--- src/rtl/awmf_beam_word_feeder.sv ---
// awmf_beam_word_feeder
// Loads one beam frame (WORDS_PER_FRAME x 32-bit words) from the beam-code RAM
// into the write ports of the selected AWMF-0165 chain groups on a single
// command. Runs in the write-side clock domain of the group write buffers.
//
// Ports
//   clk, rst_n      : clock, asynchronous active-low reset
//   cmd_valid/ready : beam-load handshake; ready only while idle
//   cmd_beam_idx    : beam index, cmd_group_mask : groups to load
//   grp_busy        : per-group busy; gates the start of a frame only
//   ram_rd_en/addr  : beam RAM read strobe and word address {idx, word}
//   ram_rd_data     : RAM data, valid RD_LAT cycles after ram_rd_en
//   wr_en/wr_data   : per-group write enable, broadcast write data
//   done            : one-cycle pulse at the end of every command
//   err_empty_mask  : pulses with done when the command mask was zero
//   frame_cnt       : completed (non-empty) frames, wraps at 16 bits

// One write-enable flop per chain group.
module awmf_wr_lane (
    input  logic clk,
    input  logic rst_n,
    input  logic load,
    input  logic sel,
    output logic en
);
    always_ff @(posedge clk or negedge rst_n) begin
        if (!rst_n) en <= 1'b0;
        else        en <= load & sel;
    end
endmodule

module awmf_beam_word_feeder #(
    parameter int NUM_GROUPS      = 5,
    parameter int WORDS_PER_FRAME = 8,
    parameter int IDX_W           = 7,
    parameter int RD_LAT          = 2
) (
    input  logic                  clk,
    input  logic                  rst_n,
    input  logic                  cmd_valid,
    output logic                  cmd_ready,
    input  logic [IDX_W-1:0]      cmd_beam_idx,
    input  logic [NUM_GROUPS-1:0] cmd_group_mask,
    input  logic [NUM_GROUPS-1:0] grp_busy,
    output logic                  ram_rd_en,
    output logic [IDX_W+2:0]      ram_rd_addr,
    input  logic [31:0]           ram_rd_data,
    output logic [NUM_GROUPS-1:0] wr_en,
    output logic [31:0]           wr_data,
    output logic                  done,
    output logic                  err_empty_mask,
    output logic [15:0]           frame_cnt
);
    localparam int WK_W = 3;
    localparam logic [WK_W-1:0] LAST_WORD = WK_W'(WORDS_PER_FRAME - 1);

    typedef enum logic [2:0] {
        S_IDLE, S_WAIT_GRP, S_READ, S_DRAIN, S_DONE
    } state_t;

    state_t                  state, state_nxt;
    logic                    rst_done;   // holds cmd_ready low for the first cycle out of reset
    logic [IDX_W-1:0]        idx_q;
    logic [NUM_GROUPS-1:0]   mask_q;
    logic [WK_W-1:0]         word_k;
    logic [RD_LAT:1]         vld_pipe;   // vld_pipe[i]: a read issued i cycles ago
    logic                    accept;

    assign accept      = cmd_valid && cmd_ready;
    assign ram_rd_addr = {idx_q, word_k};

    always_ff @(posedge clk or negedge rst_n) begin
        if (!rst_n) begin
            state     <= S_IDLE;
            rst_done  <= 1'b0;
            idx_q     <= '0;
            mask_q    <= '0;
            word_k    <= '0;
            vld_pipe  <= '0;
            wr_data   <= '0;
            frame_cnt <= '0;
        end else begin
            state    <= state_nxt;
            rst_done <= 1'b1;
            if (accept) begin
                idx_q  <= cmd_beam_idx;
                mask_q <= cmd_group_mask;
                word_k <= '0;
            end else if (state == S_READ) begin
                word_k <= word_k + 1'b1;
            end
            vld_pipe[1] <= ram_rd_en;
            for (int i = 2; i <= RD_LAT; i++) vld_pipe[i] <= vld_pipe[i-1];
            // wr_data only moves with returned data so it holds between frames
            if (vld_pipe[RD_LAT]) wr_data <= ram_rd_data;
            if (state == S_DONE && mask_q != '0) frame_cnt <= frame_cnt + 1'b1;
        end
    end

    always_comb begin
        state_nxt      = state;
        cmd_ready      = 1'b0;
        ram_rd_en      = 1'b0;
        done           = 1'b0;
        err_empty_mask = 1'b0;
        case (state)
            S_IDLE: begin
                cmd_ready = rst_done;
                if (accept) state_nxt = (cmd_group_mask == '0) ? S_DONE : S_WAIT_GRP;
            end
            S_WAIT_GRP: begin
                // busy on unselected groups is irrelevant
                if ((grp_busy & mask_q) == '0) state_nxt = S_READ;
            end
            S_READ: begin
                ram_rd_en = 1'b1;
                if (word_k == LAST_WORD) state_nxt = S_DRAIN;
            end
            S_DRAIN: begin
                // pipe empty means the last word is on wr_en this cycle
                if (vld_pipe == '0) state_nxt = S_DONE;
            end
            S_DONE: begin
                done           = 1'b1;
                err_empty_mask = (mask_q == '0);
                state_nxt      = S_IDLE;
            end
            default: state_nxt = S_IDLE;
        endcase
    end

    for (genvar g = 0; g < NUM_GROUPS; g++) begin : g_lane
        awmf_wr_lane u_lane (
            .clk  (clk),
            .rst_n(rst_n),
            .load (vld_pipe[RD_LAT]),
            .sel  (mask_q[g]),
            .en   (wr_en[g])
        );
    end
endmodule
--- config.mk ---
export PLATFORM = sky130hd
export DESIGN_NAME = awmf_beam_word_feeder
export DESIGN_NICKNAME = d
export VERILOG_FILES = /design/src/rtl/awmf_beam_word_feeder.sv
export SDC_FILE = /design/constraint.sdc
export NUM_CORES = 1
export LEC_CHECK = 0
export CAP_MARGIN = 10
export CORE_UTILIZATION = 35
export CTS_CLUSTER_DIAMETER = 30
export DETAILED_ROUTE_END_ITERATION = 7
export HOLD_SLACK_MARGIN = 0.02
export PLACE_DENSITY = 0.69
export SLEW_MARGIN = 25
export SYNTH_ARGS = -nofsm -noshare
export SYNTH_HDL_FRONTEND = slang
export SYNTH_SLANG_ARGS = --single-unit
--- constraint.sdc ---
create_clock -name clk -period 1.9 [get_ports clk]
set_clock_uncertainty 0.05 [all_clocks]
set_input_delay 0.19 -clock clk [delete_from_list [all_inputs] [get_ports clk]]
set_output_delay 0.19 -clock clk [all_outputs]
set_load 0.005 [all_outputs]
==> results of run 1 <==
==> sequential cells by signal (all words and copies together), names as in the netlist <==
| signal | flops |
|---|---|
| vld_pipe | 2 |
| g_lane.u_lane.en | 5 |
| word_k | 3 |
| state | 3 |
| idx_q | 7 |
| frame_cnt | 16 |
| mask_q | 5 |
| rst_done | 1 |
| wr_data | 32 |
==> critical path, stage by stage (launching register included) <==
cell	delay [ns]
dfrtp_2	0.46
nor3b_2	0.19
buf_4	0.15
clkdlybuf4s50_1	0.49
==> timing repair <==
action                                  CTS  global route
endpoints found under the setup margin    4             4
hold buffers                              1             0
hold endpoints to repair                 47             0
buffers inserted                          5             3
resized for setup                        11             4
pin swaps                                 1             1
==> routing by layer <==
layer | global-route usage (%) | wire [um] | vias up
li1 | - | - | 1028
met4 | 4.55 | 55 | 0
met2 | 27.1 | 3430 | 88
met3 | 7.49 | 606 | 5
met1 | 19.3 | 2940 | 1094
met5 | 0 | 0 | -
==> power by group through the flow <==
stage / clock (W) / combinational, W / sequential, W
3_5_place_dp: 0 / 0.00248 / 0.00258
2_1_floorplan: 0 / 0.00102 / 0.00257
5_1_grt: 0.00118 / 0.00287 / 0.00265
4_1_cts: 0.00111 / 0.00260 / 0.00256
6_report: 0.00106 / 0.00263 / 0.00256
3_3_place_gp: 0 / 0.00246 / 0.00254
==> logic make-up (layout without fill, tap and decap cells) <==
logic type / Yosys count / in the layout / synth area share [%]
multiplexers: 48 / 48 / 17.8
AND/OR/NAND/NOR: 52 / 52 / 10.2
adder cells (fa/ha/maj): 3 / 3 / 1.24
XOR/XNOR: 16 / 16 / 4.64
flip-flops: 74 / 74 / 61.3
buffers and inverters: 16 / 156 / 2.81
AO/OA/AOI/OAI: 7 / 7 / 1.99
other: 1 / 1 / 0.124
==> cell usage in the layout, fill, tap and decap left out, types with 6 or more instances in the layout <==
cell               n
nand2_1            9
dfrtp_1           71
clkdlybuf4s50_1  114
buf_4             18
nand3_1            7
and2_1             6
mux2_2            45
clkbuf_8          10
xnor2_1           14
==> final timing paths <==
check                            start             endpoint  slack [ns]  cells after the start
setup / recovery              state[1]                 done        0.03                      3
hold / removal             vld_pipe[1]          vld_pipe[2]        0.34                      0
setup reg to reg              state[0]             state[0]        0.07                      5
hold reg to reg            vld_pipe[1]          vld_pipe[2]        0.34                      0
max in group asynchronous        rst_n  g_lane[4].u_lane.en        0.84                      3
min in group asynchronous        rst_n         frame_cnt[9]        0.36                      2
==> synth_stat cells (4+ instances only) <==
master	number
nand2_1	9
nand4_1	4
buf_4	6
and2_1	6
and3_1	5
nand3_1	7
dfrtp_1	74
nor2_1	5
mux2_2	45
xnor2_1	14
clkbuf_1	6
==> per-stage QoR <==
stage          utilization [%]  worst slack [ns]
2_1_floorplan                -             0.148
3_3_place_gp              52.6          -0.00976
3_5_place_dp              52.6          -0.00242
4_1_cts                   55.3           0.00116
5_1_grt                   55.7           -0.0531
6_report                  55.7            0.0263
==> cell type report <==
type,count,share of cell area [%]
Clock inverter,3,0.325
Timing Repair Buffer,138,29.3
Multi-Input combinational cell,127,24.0
Clock buffer,13,3.22
Inverter,2,0.162
Tap cell,105,2.84
Sequential cell,74,40.1
==> results.sh, run 1 <==
export IMPL_fin_cells=462
export IMPL_grt_usage_pct=16.5
export IMPL_p_per_area_nw_per_um2=1350
export IMPL_first_pass_iters=4
export IMPL_avgSynthCellArea_sq_um=13.9
export IMPL_power_frac_seq_pct=40.9
export IMPL_arrival_ns=1.63
export IMPL_grt_max_degree=49
export IMPL_htree_levels=3
export IMPL_dpl_cell_area_sq_um=4360
export IMPL_drt_iter0_drc=30
export IMPL_vdd_drop_max_uv=800
export IMPL_yosysTopAreaCellShare_pct=61.3
export IMPL_fmax_ghz=0.534
export IMPL_clk_pin_slew_ns=0.08
export IMPL_hold_class="reg2reg"
export IMPL_crit_fanout=5
export IMPL_ys_top_cells_by_area="dfrtp_1, mux2_2, xnor2_1"
export IMPL_worstSetupStartpointType="flop"
export IMPL_clkSinkCount=74
export IMPL_gp_congestion=0.725
export IMPL_syn_instance_count=217
export IMPL_syn2layout_area_growth_pct=53.0
export IMPL_grt_overflow_total=0
export IMPL_hold_slack_ns=0.341
export IMPL_yosys_cell_types_count=35
export IMPL_final_min_clock_period_ns=1.87
export IMPL_crit_required_ns=1.66
export IMPL_synth_seq_cells=74
export IMPL_vias=2215
export IMPL_grt_pass1_vias=2319
export IMPL_stdcell_area_sq_um=4630
export IMPL_switching_power_w=0.00176
export IMPL_dp_cells=437
export IMPL_placement_rows=33
export IMPL_leakagePower_nw=2.00
export IMPL_grt_pass1_wl_mm=11.1
export IMPL_start_util_pct=36.4
export IMPL_yosys_warnings=0
export IMPL_relSlewSlack_pct=57.9
export IMPL_synth_top_cell_by_area="dfrtp_1"
export IMPL_design_portCount=119
export IMPL_cp_end_kind="output pin"
export IMPL_rsz0062_at_grt="yes"
export IMPL_avgRoutedWirePerCell_um=15.2
export IMPL_io_buffers=118
export IMPL_coreArea_sq_um=8300
export IMPL_finalHoldViolations=0
export IMPL_setup_tns_ns=0
export IMPL_cts_buffer_depth=2
export IMPL_intPower_w=0.00449
export IMPL_post_route_drc_count=0
export IMPL_wl_mm=7.02
export IMPL_clock_latency_ns=0.34
export IMPL_drtAntennaViolNets=0
export IMPL_antenna_cells=0
export IMPL_netlist_area_sq_um=3020
export IMPL_multi_input_area_sq_um=1110
export IMPL_cts_buffers_inserted=9
export IMPL_pwr_share_clk_pct=17.0
export IMPL_synth_edf_count=0
export IMPL_critPathKind="reg2out"
export IMPL_pwr_share_comb_pct=42.1
export IMPL_run_status="finished, final reports clean"
export IMPL_fin_nets=407
export IMPL_drive_above_1_share_pct=25.2
export IMPL_num_fill_cells=721
export IMPL_cts_tree="built"
export IMPL_tightestPinTransition_ns=0.632
export IMPL_netSwitchingFraction_pct=28.2
export IMPL_die_h_um=94.9
export IMPL_cap_violations=0
export IMPL_fp_dieW_um=94.9
export IMPL_ys_seq_area_share_pct=61.3
export IMPL_syn_nets=272
export IMPL_drv_slew=0
export IMPL_ff_latch_area_sq_um=1860
export IMPL_dp_hpwl_mm=4.74
export IMPL_total_power_w=0.00625
export IMPL_fin_crit_sh_pct=98.6
export IMPL_async_reset_ff_share_pct=100
export IMPL_setup_viol=0
export IMPL_root_buffer="clkbuf_8"
export IMPL_synth_flop_cell="dfrtp_1"
export IMPL_via_per_inst=4.79
export IMPL_dieArea_sq_um=9010
export IMPL_antenna_found_initial=0
No activity file was read; power rests on OpenSTA's default activity.
==> run 2, diff against run 1 <==
CELL_PAD_IN_SITES_DETAIL_PLACEMENT = 0   (was not set)
CELL_PAD_IN_SITES_GLOBAL_PLACEMENT = 2   (was not set)
CORE_UTILIZATION = 25   (was 35)
PLACE_DENSITY = not set   (was 0.69)
PLACE_DENSITY_LB_ADDON = 0.1   (was not set)
==> results.sh, run 2 (synthesis results as in run 1) <==
export IMPL_run_status="finished with violations"
export IMPL_violations="design-rule violations"
export IMPL_wl_mm=7.42
export IMPL_fmax_ghz=0.539
export IMPL_crit_chain="buf_6 -> or3b_1 -> a32o_1 -> or4_1 -> nand3_1"
export IMPL_cts_buffer_depth=2
export IMPL_critPathSlowestCell="dfrtp_2"
export IMPL_worstSetupStartpointType="flop"
export IMPL_cp_end_kind="flop"
export IMPL_arrival_ns=2.07
export IMPL_clkSinkCount=74
export IMPL_setup_ws_ns=0.0458
export IMPL_p_per_area_nw_per_um2=1440
export IMPL_htree_levels=3
export IMPL_regMostFlops="wr_data"
export IMPL_antenna_found_initial=0
export IMPL_layout_commonest_cell="clkdlybuf4s50_1"
export IMPL_coreArea_sq_um=11600
export IMPL_fin_crit_sh_pct=97.6
export IMPL_vias=2148
export IMPL_pwr_share_clk_pct=26.1
export IMPL_drv_slew=0
export IMPL_design_portCount=119
export IMPL_hold_class="in2async"
export IMPL_rsz0062_at_grt="yes"
export IMPL_fin_nets=403
export IMPL_stdcell_area_sq_um=4820
export IMPL_clk_pin_slew_ns=0.06
export IMPL_grt_pass1_vias=2305
export IMPL_switching_power_w=0.00181
export IMPL_placement_rows=39
export IMPL_intPower_w=0.00513
export IMPL_first_pass_iters=8
export IMPL_crit_fanout=6
export IMPL_critPathKind="reg2reg"
export IMPL_leakagePower_nw=2.07
export IMPL_post_route_drc_count=5
export IMPL_root_buffer="clkbuf_16"
export IMPL_cts_buffers_inserted=9
export IMPL_total_power_w=0.00694
export IMPL_die_h_um=112
export IMPL_path_delay_family="simple AND/OR/NAND/NOR gates"
export IMPL_grt_pass1_wl_mm=12.2
export IMPL_grt_max_degree=38
export IMPL_num_fill_cells=1142
export IMPL_dp_hpwl_mm=5.31
export IMPL_gp_congestion=0.661
export IMPL_via_per_inst=4.34
export IMPL_rrSetupSlack_ns=0.05
export IMPL_dp_cells=475
export IMPL_setup_tns_ns=0
export IMPL_setup_viol=0
export IMPL_grt_overflow_total=0
export IMPL_io_buffers=118
export IMPL_vdd_drop_max_uv=774
export IMPL_clock_latency_ns=0.33
export IMPL_dieArea_sq_um=12500
export IMPL_cap_violations=0
export IMPL_drt_iter0_drc=77
export IMPL_max_stage_delay_ns=0.43
export IMPL_largest_reg_flops=32
export IMPL_dpl_cell_area_sq_um=4410
export IMPL_path_buf_inv=1
export IMPL_cts_tree="built"
export IMPL_syn2layout_area_growth_pct=59.4
export IMPL_reg_top3="wr_data: 32 flops, frame_cnt: 16 flops, idx_q: 7 flops"
export IMPL_pwr_share_comb_pct=36.8
export IMPL_avgRoutedWirePerCell_um=15.0
export IMPL_fp_dieW_um=112
export IMPL_power_frac_seq_pct=37.1
export IMPL_crit_required_ns=2.11
export IMPL_antenna_cells=0
export IMPL_dpl_worst_slack_ns=-0.0579
export IMPL_drtAntennaViolNets=0
export IMPL_drive_above_1_share_pct=25.3
export IMPL_netSwitchingFraction_pct=26.1
export IMPL_finalHoldViolations=0
export IMPL_fin_cells=495
export IMPL_start_util_pct=26.0
export IMPL_final_min_clock_period_ns=1.85
export IMPL_final_cell_mix="clkdlybuf4s50_1, dfrtp_1, mux2_2"
export IMPL_grt_usage_pct=13.0
==> run 2: cell count changes in the layout (fill, tap and decap cells not counted) <==
| cell | change |
|---|---|
| clkinv_2 | -3 |
| o211a_2 | +1 |
| dlymetal6s2s_1 | +1 |
| o211a_1 | -1 |
| bufinv_16 | +1 |
| buf_4 | -5 |
| buf_6 | +1 |
| nor2b_4 | +2 |
| clkbuf_16 | +9 |
| clkbuf_1 | -3 |
| nor2b_2 | -2 |
| clkdlybuf4s50_1 | -1 |
| clkbuf_8 | -5 |
==> run 2: metrics by stage <==
step                      hold slack [ns]  util, %
final                               0.303     41.5
after global routing                0.330     41.5
after CTS                           0.317     41.3
after detailed placement            0.132     38.0
after global placement              0.129     38.0
after floorplan                    -0.156        -
==> run 2: metal layers <==
layer	routed length [um]	share of wire [%]	vias to the layer above	track usage, %
met2	3520	47	77	20.2
met4	91	1.2	0	4.27
met3	756	10	5	7.46
met1	3050	41	1045	15.1
li1	-	-	1021	-
met5	0	0	-	0
==> run 2: worst paths after layout <==
check	startpoint	endpoint	cells after the start
setup reg to reg	state[0]	state[0]	5
min in group clk	vld_pipe[1]	vld_pipe[2]	0
hold reg to reg	vld_pipe[1]	vld_pipe[2]	0
hold / removal	rst_n	frame_cnt[4]	2
setup / recovery	state[0]	state[0]	5
max in group asynchronous	rst_n	state[1]	3
==> run 2: cell type report <==
class / count / area [sq um] / area share, %
inverters: 2 / 7.51 / 0.156
clock inverters: 1 / 30.0 / 0.623
repair buffers: 134 / 1330 / 27.6
multi-input cells: 127 / 1120 / 23.3
flip-flops and latches: 74 / 1860 / 38.5
well taps: 143 / 179 / 3.71
clock buffers: 14 / 294 / 6.10
==> run 2: power groups by stage <==
stage / Sequential [W] / Clock (W) / Combinational, W
after floorplan: 0.00257 / 0 / 0.00102
final: 0.00257 / 0.00181 / 0.00256
after CTS: 0.00258 / 0.00188 / 0.00259
after global routing: 0.00266 / 0.00194 / 0.00278
after detailed placement: 0.00259 / 0 / 0.00249
after global placement: 0.00257 / 0 / 0.00249
==> run 2: timing repair <==
| item | in CTS | in global routing |
|---|---|---|
| pin swaps | 2 | 2 |
| setup buffers | 3 | 1 |
| gates resized for setup | 13 | 7 |
| gates cloned | 0 | 0 |
| setup endpoints to repair | 4 | 5 |
| endpoints found under the hold margin | 29 | 0 |
| hold buffers | 1 | 0 |
==> RTL change: new RTL, settings of run 1 <==
Make the reset (`rst_n`) synchronous in 2 clocked blocks. Comments in the files are not updated.
--- a/src/rtl/awmf_beam_word_feeder.sv
+++ b/src/rtl/awmf_beam_word_feeder.sv
@@ -25,3 +25,3 @@
 );
-    always_ff @(posedge clk or negedge rst_n) begin
+    always_ff @(posedge clk) begin
         if (!rst_n) en <= 1'b0;
@@ -71,3 +71,3 @@
 
-    always_ff @(posedge clk or negedge rst_n) begin
+    always_ff @(posedge clk) begin
         if (!rst_n) begin
Check against the original RTL: differs if rst_n is asserted again (counterexample within 4 cycles, from zero or initial values and one cycle with rst_n low); with rst_n held inactive, the same outputs for 10 cycles.
==> RTL change against run 1 <==
Sequential cell count is the same; via count grew 24%; die area shrank 1.9%; final area shrank 0.57%; setup slack gained 0.077 ns; area after synthesis shrank 1.9%; worst hold slack gained 0.025 ns; routed wire length grew 10%; synthesized cell count grew 44%; register-to-register slack gained 0.06 ns; highest routed layer unchanged.
Power is not compared: it rests on default switching activity, and its combinational part moved more than twofold at a synthesized area within 25%.
==> RTL change: results <==
group,metric,value,unit
finish,drive_gt1_share,11.1,%
clock_network,path_clk_slew,0.09,ns
routing,via_per_inst,5.04,
routing,routed_wirelength,7730,microns
yosys,async_flop_share,0,%
yosys,syn_nets,368,
grt,use_met2,29.9,%
grt,antenna_found_initial,0,
clock_network,insertion_delay,0.35,ns
setup_path,arrival,1.56,ns
yosys,yosys-top-cells-count,"dfxtp_1 (74), nor2_1 (40), mux2i_1 (33)",
yosys,synthTopCellsByArea,"dfxtp_1 (50%), mux2i_1 (11%), nor2_1 (5.1%), a21oi_1 (4.2%), nand2_1 (3.9%)",
placed_design,gp_congestion,0.743,
finish,fill_cells,748,
yosys,yosysSeqAreaShare,50.0,%
grt,grt_overflow_total,0,
finish,diodes,0,
grt,grt.total_usage,18.4,%
placed_design,hpwl,5400,microns
grt,grt_pass1_vias,2737,
setup_path,cp_slowest_cell,"or4_4",
clock_network,cts_buffers,9,
grt,grt_util_met3,5.99,%
grt,grt_pass1_wl,12600,microns
grt,grtUsageMet1,21.8,%
setup_path,cpPeakStageDelay,0.53,ns
grt,grt_max_degree,53,
sta,relSlewSlack,68.9,%
clock_network,htree_levels,3,
routing,drt_iter0_markers,117,
sta,hold_violations,0,
power_and_ir_drop,peakVddDrop,0.000365,V
finish,layout.nets,491,
yosys,synth.distinct_cells,42,
setup_path,cpLargestDelayFamily,"simple AND/OR/NAND/NOR gates",
placed_design,preCtsSetupSlack,0.0665,ns
power_and_ir_drop,switching_share,22.4,%
power_and_ir_drop,leakagePower,1.65,nW
clock_network,root_buffer,"clkbuf_8",
finish,top_regs,"wr_data (32), frame_cnt (16), idx_q (7)",
yosys,synth_ff_type,"dfxtp_1",
yosys,yosys_warnings,0,
run_status,status,"completed",
routing,drtPass1Iterations,5,
clock_network,cts_buffer_depth,2,
hold_path,hold_class,"primary input to register",
placed_design,io_buffers,118,
setup_path,path_max_fanout,4,
-- RTL change: cell count changes in the layout (fill, tap and decap cells not counted), moves of 13 or more --
| cell | run 1 | this run |
|---|---|---|
| mux2_2 | 45 | 0 |
| nor2_1 | 5 | 39 |
| a21oi_1 | 1 | 25 |
| nand2_1 | 9 | 31 |
| xnor2_1 | 14 | 1 |
| dfrtp_1 | 71 | 0 |
| mux2i_1 | 3 | 33 |
| dfxtp_1 | 0 | 70 |
-- RTL change: cells by family (layout without fill, tap and decap cells) --
kind of cell	count (synthesis)	in the layout	share of synthesized area (%)
muxes	33	33	11.1
AOI/OAI and AO/OA	49	49	10.7
and+or+nand+nor	123	123	21.0
DFF	74	74	50.0
xor gates and xnor gates	4	4	1.18
buffers and inverters	27	155	4.77
adders and majority gates	3	3	1.27
-- RTL change: final timing paths --
check / from / to / slack [ns] / cells after the start
max: mask_q[1] / err_empty_mask / 0.10 / 3
min: cmd_beam_idx[0] / idx_q[0] / 0.37 / 3
max reg2reg: state[0] / frame_cnt[12] / 0.13 / 5
min reg2reg: idx_q[3] / idx_q[3] / 0.41 / 2
-- RTL change: metal layers --
metal	vias up	wire length, microns
li1	1351	-
met1	1256	3240
met2	131	3560
met3	16	753
met4	0	179
met5	-	0
-- RTL change: timing repair --
| item | CTS | global route |
|---|---|---|
| setup endpoints to repair | 3 | 8 |
| gates resized for setup | 4 | 8 |
| setup buffers | 0 | 2 |
| pin swaps | 1 | 1 |
| endpoints found under the hold margin | 0 | 0 |
-- RTL change: power groups by stage --
stage	combinational (mW)	sequential (mW)	clock (mW)
floorplan	0.150	1.64	0
global placement	0.347	1.65	0
detailed placement	0.349	1.65	0
CTS	0.354	1.62	1.55
global route	0.387	1.62	1.61
finish	0.354	1.62	1.51
-- RTL change: worst reg2reg max path, cell delays in order (launching register included) --
cell,delay (ns)
dfxtp_2,0.39
nor3b_4,0.31
buf_4,0.18
o2111ai_2,0.17
or4_1,0.43
a21oi_1,0.16
-- RTL change: through the flow --
step	instance area (sq um)	util [%]	power, mW	std cells
2_1_floorplan	2970	-	1.79	313
3_3_place_gp	4310	52.5	2.00	528
3_5_place_dp	4310	52.5	2.00	528
4_1_cts	4570	55.6	3.52	544
5_1_grt	4600	56.0	3.62	546
6_report	4600	56.0	3.48	546
-- RTL change: final cells by class --
cell class              instances  area, sq um  area share, %
flip-flops and latches         74         1490           32.3
multi-input cells             212         1360           29.6
clock buffers                  10          138           2.99
inverters                       2         7.51          0.163
well taps                     105          131           2.86
repair buffers                137         1360           29.6
clock inverters                 6          114           2.48
